===== config.mk =====
export PLATFORM = sky130hd
export DESIGN_NAME = updi_response_handler
export DESIGN_NICKNAME = d
export VERILOG_FILES = /design/src/rtl/updi_pkg.sv /design/src/rtl/updi_timeout_counter.sv /design/src/rtl/updi_response_handler.sv
export SDC_FILE = /design/constraint.sdc
export NUM_CORES = 1
export LEC_CHECK = 0
export CORE_MARGIN = 4
export CORE_UTILIZATION = 50
export DETAILED_ROUTE_END_ITERATION = 7
export PLACE_DENSITY = 0.81
export SLEW_MARGIN = 20
export SYNTH_ARGS = -nofsm -noshare
export SYNTH_HDL_FRONTEND = slang
export SYNTH_SLANG_ARGS = --single-unit

===== constraint.sdc =====
create_clock -name i_clk -period 2.55 [get_ports i_clk]
set_input_delay 0.51 -clock i_clk [delete_from_list [all_inputs] [get_ports i_clk]]
set_output_delay 0.51 -clock i_clk [all_outputs]
set_load 0.03 [all_outputs]

===== src/rtl/updi_pkg.sv =====
// Shared UPDI definitions: response-handler state encoding and protocol byte constants.
package updi_pkg;

  typedef enum logic [1:0] {
    UPDI_RESP_HDLR_IDLE,
    UPDI_RESP_HDLR_RX_DATA,
    UPDI_RESP_HDLR_RX_ACK
  } updi_resp_hdlr_state_e;

  localparam logic [7:0] UPDI_ACK   = 8'h40;
  localparam logic [7:0] UPDI_SYNCH = 8'h55;

endpackage


===== src/rtl/updi_timeout_counter.sv =====
// Idle-gap counter: counts enabled cycles since the last clear and pulses o_expired
// on the TIMEOUT_CYCLES-th one.
module updi_timeout_counter #(
  parameter int unsigned TIMEOUT_CYCLES = 65535,
  parameter int unsigned TO_BITS        = $clog2(TIMEOUT_CYCLES + 1)
) (
  input  logic i_clk,
  input  logic i_rst_n,
  input  logic i_clear,
  input  logic i_enable,
  output logic o_expired
);

  localparam logic [TO_BITS-1:0] LIMIT = TO_BITS'(TIMEOUT_CYCLES - 1);

  logic [TO_BITS-1:0] r_cnt;

  assign o_expired = i_enable & ~i_clear & (r_cnt == LIMIT);

  always_ff @(posedge i_clk or negedge i_rst_n) begin
    if (!i_rst_n) begin
      r_cnt <= '0;
    end else if (i_clear || o_expired) begin
      r_cnt <= '0;
    end else if (i_enable) begin
      r_cnt <= r_cnt + 1'b1;
    end
  end

endmodule


===== src/rtl/updi_response_handler.sv =====
// UPDI receive path: drains the RX FIFO into a response buffer and checks ACK bytes,
// reporting done/ack/error/timeout pulses to the programmer control FSM.
module updi_response_handler
  import updi_pkg::*;
#(
  parameter int unsigned MAX_DATA_SIZE  = 16,
  parameter int unsigned LEN_BITS       = $clog2(MAX_DATA_SIZE + 1),
  parameter int unsigned TIMEOUT_CYCLES = 65535,
  parameter int unsigned TO_BITS        = $clog2(TIMEOUT_CYCLES + 1)
) (
  input  logic                       i_clk,
  input  logic                       i_rst_n,
  input  logic                       i_start,
  input  logic [LEN_BITS-1:0]        i_rx_len,
  input  logic                       i_ack_req,
  output logic                       o_ready,
  output logic [8*MAX_DATA_SIZE-1:0] o_rx_data,
  output logic [LEN_BITS-1:0]        o_rx_count,
  output logic                       o_done,
  output logic                       o_ack_received,
  output logic                       o_ack_error,
  output logic                       o_timeout,
  input  logic [7:0]                 i_fifo_data,
  output logic                       o_fifo_rd_en,
  input  logic                       i_fifo_empty
);

  localparam logic [LEN_BITS-1:0] MAX_LEN = LEN_BITS'(MAX_DATA_SIZE);

  updi_resp_hdlr_state_e r_state;
  logic [7:0]            r_rx_data [MAX_DATA_SIZE];
  logic [LEN_BITS-1:0]   r_len;

  logic                w_pop_data;
  logic                w_pop_ack;
  logic                w_to_clear;
  logic                w_to_enable;
  logic                w_expired;
  logic [LEN_BITS-1:0] w_len_clamped;
  logic [LEN_BITS-1:0] w_count_inc;

  assign w_len_clamped = (i_rx_len > MAX_LEN) ? MAX_LEN : i_rx_len;
  assign w_count_inc   = o_rx_count + 1'b1;

  // The FIFO is first-word-fall-through, so the pop must coincide with the capture edge.
  assign w_pop_data   = (r_state == UPDI_RESP_HDLR_RX_DATA) && !i_fifo_empty;
  assign w_pop_ack    = (r_state == UPDI_RESP_HDLR_RX_ACK) && i_ack_req && !i_fifo_empty;
  assign o_fifo_rd_en = w_pop_data | w_pop_ack;

  assign w_to_clear  = (r_state == UPDI_RESP_HDLR_IDLE) || o_fifo_rd_en;
  assign w_to_enable = i_fifo_empty && ((r_state == UPDI_RESP_HDLR_RX_DATA) ||
                                        ((r_state == UPDI_RESP_HDLR_RX_ACK) && i_ack_req));

  updi_timeout_counter #(
    .TIMEOUT_CYCLES (TIMEOUT_CYCLES),
    .TO_BITS        (TO_BITS)
  ) u_timeout (
    .i_clk     (i_clk),
    .i_rst_n   (i_rst_n),
    .i_clear   (w_to_clear),
    .i_enable  (w_to_enable),
    .o_expired (w_expired)
  );

  always_comb begin
    o_rx_data = '0;
    for (int unsigned i = 0; i < MAX_DATA_SIZE; i++) begin
      o_rx_data[8*i +: 8] = r_rx_data[i];
    end
  end

  always_ff @(posedge i_clk or negedge i_rst_n) begin
    if (!i_rst_n) begin
      r_state        <= UPDI_RESP_HDLR_IDLE;
      o_ready        <= 1'b0;
      for (int unsigned i = 0; i < MAX_DATA_SIZE; i++) r_rx_data[i] <= 8'h00;
      o_rx_count     <= '0;
      r_len          <= '0;
      o_done         <= 1'b0;
      o_ack_received <= 1'b0;
      o_ack_error    <= 1'b0;
      o_timeout      <= 1'b0;
    end else begin
      o_done         <= 1'b0;
      o_ack_received <= 1'b0;
      o_ack_error    <= 1'b0;
      o_timeout      <= 1'b0;
      unique case (r_state)
        UPDI_RESP_HDLR_IDLE: begin
          o_ready <= 1'b1;
          // start has priority; a held ack_req is picked up once the transfer completes
          if (i_start) begin
            o_rx_count <= '0;
            if (w_len_clamped == '0) begin
              o_done <= 1'b1;
            end else begin
              r_len   <= w_len_clamped;
              r_state <= UPDI_RESP_HDLR_RX_DATA;
              o_ready <= 1'b0;
            end
          end else if (i_ack_req) begin
            r_state <= UPDI_RESP_HDLR_RX_ACK;
            o_ready <= 1'b0;
          end
        end
        UPDI_RESP_HDLR_RX_DATA: begin
          if (w_pop_data) begin
            for (int unsigned i = 0; i < MAX_DATA_SIZE; i++) begin
              if (o_rx_count == LEN_BITS'(i)) r_rx_data[i] <= i_fifo_data;
            end
            o_rx_count <= w_count_inc;
            if (w_count_inc == r_len) begin
              o_done  <= 1'b1;
              r_state <= UPDI_RESP_HDLR_IDLE;
              o_ready <= 1'b1;
            end
          end else if (w_expired) begin
            o_timeout <= 1'b1;
            r_state   <= UPDI_RESP_HDLR_IDLE;
            o_ready   <= 1'b1;
          end
        end
        UPDI_RESP_HDLR_RX_ACK: begin
          if (!i_ack_req) begin
            r_state <= UPDI_RESP_HDLR_IDLE;
            o_ready <= 1'b1;
          end else if (w_pop_ack) begin
            o_ack_received <= (i_fifo_data == UPDI_ACK);
            o_ack_error    <= (i_fifo_data != UPDI_ACK);
            r_state        <= UPDI_RESP_HDLR_IDLE;
            o_ready        <= 1'b1;
          end else if (w_expired) begin
            o_timeout <= 1'b1;
            r_state   <= UPDI_RESP_HDLR_IDLE;
            o_ready   <= 1'b1;
          end
        end
        default: begin
          r_state <= UPDI_RESP_HDLR_IDLE;
          o_ready <= 1'b1;
        end
      endcase
    end
  end

endmodule


* Yosys cells after proc, flatten, opt, wreduce, memory -nomap -nowiden *
Cells that the tools add are included.

cells by class
  $add $sub $neg = 2
  order comparisons = 1
  equality and inequality tests = 26
  multiplexer cells = 39
  bitwise logic cells = 5
  reductions and logical operators = 32

operator list
  kind                   number
  $reduce_and 3->1       19
  $eq 5x4->1 const B     8
  $mux 16                2
  $mux 1                 21
  $eq 5x3->1 const B     4
  $add 16x1->16 const B  1
  $eq 16x16->1 const B   1
  $mux 2                 8
  $mux 5                 3
  $eq 5x2->1 const B     2
  $logic_not 5->1        2
  $pmux 5 s2             1
  $eq 8x7->1 const B     1
  $ne 8x7->1 const B     1
  $ne 3x3->1 const B     2
  $pmux 2 s3             1
  $add 5x1->5 const B    1
  $eq 5x1->1 const B     1
  $eq 5x5->1             1
  $gt 5x5->1 const B     1
  $logic_and 1x1->1      4
  $ne 2x2->1 const B     2
  $pmux 1 s2             2
  $reduce_bool 2->1      2
  10 further kinds       14

word-level totals
  bits in registers = 161
  bits of input ports = 18
  output and inout bits = 139
  logic and storage cells = 130

* Longest topological paths before layout *
  word-level depth = 12
  gate-level depth with buffers = 9
  mapped depth without buffers = 8

* Modules after synthesis *
From an unflattened synthesis, not the netlist that was laid out.

second synthesis, totals
  cells, all modules = 495
  area total of the unflattened synthesis = 6866.6 um^2

modules (own cells, without submodules)
  module                 instances  cells an instance  area each (um^2)  seq. area each (um^2)
  updi_response_handler  1          409                6032.0            3628.5
  updi_timeout_counter   1          86                 834.6             400.4

* Worst setup path before layout *
No wires, ideal clock.

  path type = reg-to-reg
  start = register o_rx_count[0]
  end = register r_state[0]
  library setup time = 136 ps
  arrival = 2289 ps
  data required time = 2414 ps
  slack = 125 ps
  stages on the path, launching flop included = 10
  buffers on the path = 1
  clock period less this slack = 2425 ps
  path through = dfrtp_1 > ha_1 > clkbuf_1 > and3_1 > ha_1 > xnor2_1 > nor3_1 > nand3_1 > a221oi_2 > o32ai_1

on the way
  longest elaborated chain between the ends = 4

ends and longest elaborated chain
  element                            line                          text
  start, declared                    updi_response_handler.sv:18   output logic [LEN_BITS-1:0] o_rx_count,
  start signal, assigned             updi_response_handler.sv:111  o_rx_count <= w_count_inc;
  $add 5x1->5                        updi_response_handler.sv:43   assign w_count_inc = o_rx_count + 1'b1;
  $eq 5x5->1                         updi_response_handler.sv:112  if (w_count_inc == r_len) begin
  $ne 3x2->1 (no source line)        --
  $reduce_and 3->1 (no source line)  --
  end signal, assigned               updi_response_handler.sv:114  r_state <= UPDI_RESP_HDLR_IDLE;
  end signal, assigned               updi_response_handler.sv:119  r_state <= UPDI_RESP_HDLR_IDLE;
  end signal, assigned               updi_response_handler.sv:125  r_state <= UPDI_RESP_HDLR_IDLE;
  end, declared                      updi_response_handler.sv:30   updi_resp_hdlr_state_e r_state;

No other way between the ends.
A chain may end at the register's enable or synchronous reset.

* Worst setup path after layout *
  start = register r_state[1]
  end = output port o_fifo_rd_en

on the way
  longest elaborated chain between the ends = 4
  elaborated cells between the ends (all ways) = 6
  those cells by class = eq/ne: 2; bitwise: 1; reduce/logical: 3

ends and longest elaborated chain
  element                          line                          text
  start signal, assigned           updi_response_handler.sv:74   r_state <= UPDI_RESP_HDLR_IDLE;
  start signal, assigned           updi_response_handler.sv:98   r_state <= UPDI_RESP_HDLR_RX_DATA;
  start signal, assigned           updi_response_handler.sv:102  r_state <= UPDI_RESP_HDLR_RX_ACK;
  $eq 2x2->1                       updi_response_handler.sv:47   assign w_pop_ack = (r_state == UPDI_RESP_HDLR_RX_ACK) && i_ack_req && !i_fifo_empty;
  $logic_and 1x1->1 (2 in series)  updi_response_handler.sv:47
  $or 1x1->1 (*)                   updi_response_handler.sv:48   assign o_fifo_rd_en = w_pop_data | w_pop_ack;
  end, declared                    updi_response_handler.sv:24   output logic o_fifo_rd_en,

Every way passes the cells marked *; elsewhere a longest branch is shown, timed or not.

==> reports/results.txt <==
The flow ran to the end, and the final reports show no timing, DRC or antenna violations. The placer congestion estimate was 0.8456. Setup repair after global routing left no endpoint under its margin. For this run, the detailed router's first-pass iteration total came to 4. For the combined global-route utilization of all metal layers, the log shows 22.65%. Cells fill 69.33% of the core in the end. The run gives 60 as the pin count of the biggest net entering global routing.

In this run the worst path has a maximum fanout of 11. Max-cap violations in this run came to 0. The number of hold buffers added after cts is 0. The die is 123.8 um wide. Setup violations remaining at the end of the flow were counted as 0. The tools report the remaining antenna violation count after routing as 0. For the clock network latency to the later pin of the worst-skew pair, the log shows 420 ps. The flop-to-flop setup slack came out at 250 ps. Placement-stage cell area: 0.008606 mm^2.

Global-route wire length before repair: 26.10 mm. The run gives 0 as the count of endpoints failing hold in the final timing report. The CTS clock-pin slew for the worst setup and hold paths works out to 60 ps. The clock tree synthesis step divided the H-tree into 4 levels. After floorplanning, the core was sized to cover 0.01319 mm^2. Once detailed placement completed, the half-perimeter wirelength came to 11.82 mm.

The number of distinct library cells after synthesis came out at 42. In the synthesized netlist the dominant register cell turns out to be sky130_fd_sc_hd__dfrtp_1. Summing all non-filler instances in the final layout gives an area of 0.009145 mm^2. The count of port buffers added during placement is 156. The die is 123.8 um tall. Across all hold checks on the routed design, the worst slack comes to 19.28 ps. TritonCTS built the clock tree.

The routed design could run at a clock period as short as 2341 ps. The number of global-route vias before repair came out at 4807. For this run, the number of Yosys warnings is 0. In this run the power density over the cells is 767.9 mW/mm^2. Diode insertion count for antenna repair: 0. After synthesis the cells add up to 0.006701 mm^2. Buffers added to address setup during post-CTS repair amount to 0. Of the available clock period, the critical path in the final layout requires 91.80%. Counting flops and latches in the post-synthesis netlist gives 161. Counting every sink on the clock net gives 161. The clock arrives with 8.132 ps of skew. The analysis attributes to cell leakage a power of 4.316 nW. VDD sags by at most 0.6110 mV.

Average via count per standard cell: 5.367. No sink is reached through more buffers than the 2 on the longest clock path. Based on the critical path, the design can be clocked at up to 427.2 MHz. The run gives 695 as the net count reported at finish.

For the pin with the worst max-slew slack, the measured transition is 583.9 ps. The biggest area consumer among synthesized cells is sky130_fd_sc_hd__dfrtp_1. The number of synthesized flops with an enable pin came out at 0.

Global routing used 36.53% of the available met2 tracks. Category of the most critical setup path: reg -> out. In this run the worst hold path is classified as in -> async. The fraction of post-synthesis cell area in the top cell type by area is 60.12%, and the sum of overflow across all layers after global routing is 0. Kind of start point of the critical path: a register. Row generation in the floorplan step produced 42 rows. For this configuration, the core starts out at a cell density of 50.81%. In this run, CTS created clock tree buffers numbering 17. Dividing the detail-routed wire length by the instance count gives 19.31 um. The share of final-layout standard cells stronger than drive strength 1 was 28.17%; the layout overhead on the synthesized area was 36.46%.

The signal arrival time at the worst endpoint was 1830 ps. The number of nets in the synthesized netlist is 517. Synthesis handed over a netlist of 488 instances. The global routing stage identified its most utilized layer as met2. The count of pins over their slew limit is 0.

The nature of the critical path endpoint is an output port. Async set-or-reset flop fraction in the synthesized netlist: 100.0%. Clock tree synthesis selected as its root buffer the cell sky130_fd_sc_hd__clkbuf_16. Measured against its own limit, the worst slew margin works out to 60.66%. In the post-synthesis netlist, the cell with the most instances is sky130_fd_sc_hd__dfrtp_1. The floorplan step defined a die boundary enclosing 0.01532 mm^2.

The tools report the met1 routing resource usage after global routing as 30.24%. Ranked by instance count, the synthesized netlist is headed by 161 x sky130_fd_sc_hd__dfrtp_1, 128 x sky130_fd_sc_hd__mux2_2, 25 x sky130_fd_sc_hd__nand2_1. The routed layout has 4583 vias. The average cell area after synthesis was 13.73 um^2; the detailed-route DRC error count was 0. For this block, the initial DRC count from the detailed router was 273.

For the worst setup path, the data required time is 2040 ps. In this run, post-CTS repair resized a total of 0 instances. The number of antenna violations at the first check in global routing was 0; the total wire length was 16.50 mm. For this run, global-route usage on met3 was measured as 5.177%. During I/O placement, the number of pins put on the boundary was 157. The share of the Yosys chip area taken by registers is 60.12%. Yosys attributes the largest share of cell area to sky130_fd_sc_hd__dfrtp_1 60%, sky130_fd_sc_hd__mux2_2 22%, sky130_fd_sc_hd__ha_1 2.1%.

The design draws 7.022 mW. Adding up every negative setup slack in the final design gives 0 ps.
-- cell usage in the layout, fill, tap and decap left out, types with 5 or more instances in the layout --
cell type and count:
sky130_fd_sc_hd__clkdlybuf4s50_1 154, sky130_fd_sc_hd__nand3_1 17, sky130_fd_sc_hd__clkbuf_16 17, sky130_fd_sc_hd__nor3_1 5, sky130_fd_sc_hd__inv_1 12, sky130_fd_sc_hd__xnor2_1 13, sky130_fd_sc_hd__mux2_2 128, sky130_fd_sc_hd__xor2_1 9
sky130_fd_sc_hd__dfrtp_1 161, sky130_fd_sc_hd__ha_1 11, sky130_fd_sc_hd__buf_4 24, sky130_fd_sc_hd__nand2_1 25, sky130_fd_sc_hd__nor2_1 23, sky130_fd_sc_hd__o31ai_1 5, sky130_fd_sc_hd__a22o_1 5, sky130_fd_sc_hd__nor2b_1 5
-- worst max-delay path: stages (launching register included) --
cell and delay [ps]:
sky130_fd_sc_hd__dfrtp_1 400, sky130_fd_sc_hd__inv_1 100, sky130_fd_sc_hd__ha_1 400, sky130_fd_sc_hd__a21oi_1 110
sky130_fd_sc_hd__nor2_1 140, sky130_fd_sc_hd__buf_4 160, sky130_fd_sc_hd__buf_12 110
-- routing by layer --
layer  routed length (um)  vias to the layer above
met5                    0                        -
met4                  286                        0
met3                  816                       23
met2                 8172                      124
met1                 7220                     2359
li1                     -                     2077
-- metrics by stage --
stage,worst slack (ps),instances
5_1_grt,66.84,854
4_1_cts,192.3,854
2_1_floorplan,125.3,488
3_3_place_gp,138.1,823
6_report,209.0,854
3_5_place_dp,62.02,823
-- power by group --
group	internal, mW	switching, mW
combinational	0.730	0.986
clock	1.36	0.978
sequential	2.80	0.176
-- cells by family after synthesis --
logic type | share of synthesized area [%]
and+or+nand+nor | 8.084
DFF | 60.12
AOI/OAI and AO/OA | 3.361
buffers and inverters | 1.998
xor gates and xnor gates | 2.875
adders and majority gates | 2.054
muxes | 21.51
-- flip-flops by register name, indices dropped and copies added (netlist names) --
signal           count
o_ack_error          1
o_ack_received       1
o_done               1
o_ready              1
o_rx_count           5
o_rx_data          128
o_timeout            1
r_len                5
r_state              2
u_timeout.r_cnt     16
-- final timing paths --
kind	start	endpoint	depth (start not counted)
worst max-delay path	r_state[1]	o_fifo_rd_en	6
worst min-delay path	i_rst_n	o_rx_data[84]	1
worst max register to register	r_state[1]	o_rx_data[99]	6
worst min register to register	o_rx_data[40]	o_rx_data[40]	1
max in group asynchronous	i_rst_n	o_rx_data[77]	2
min in group i_clk	o_rx_data[40]	o_rx_data[40]	1
-- final cells by class --
| class | instances | area (um^2) |
|---|---|---|
| multi-input combinational | 293 | 2539 |
| sequential | 161 | 4029 |
| fill | 937 | 4045 |
| tap | 176 | 220.2 |
| inverter | 12 | 45.04 |
| timing repair buffer | 181 | 1773 |
| clock buffer | 21 | 450.4 |
| clock inverter | 10 | 88.84 |
Note: power is estimated with default switching activity, not from simulation.
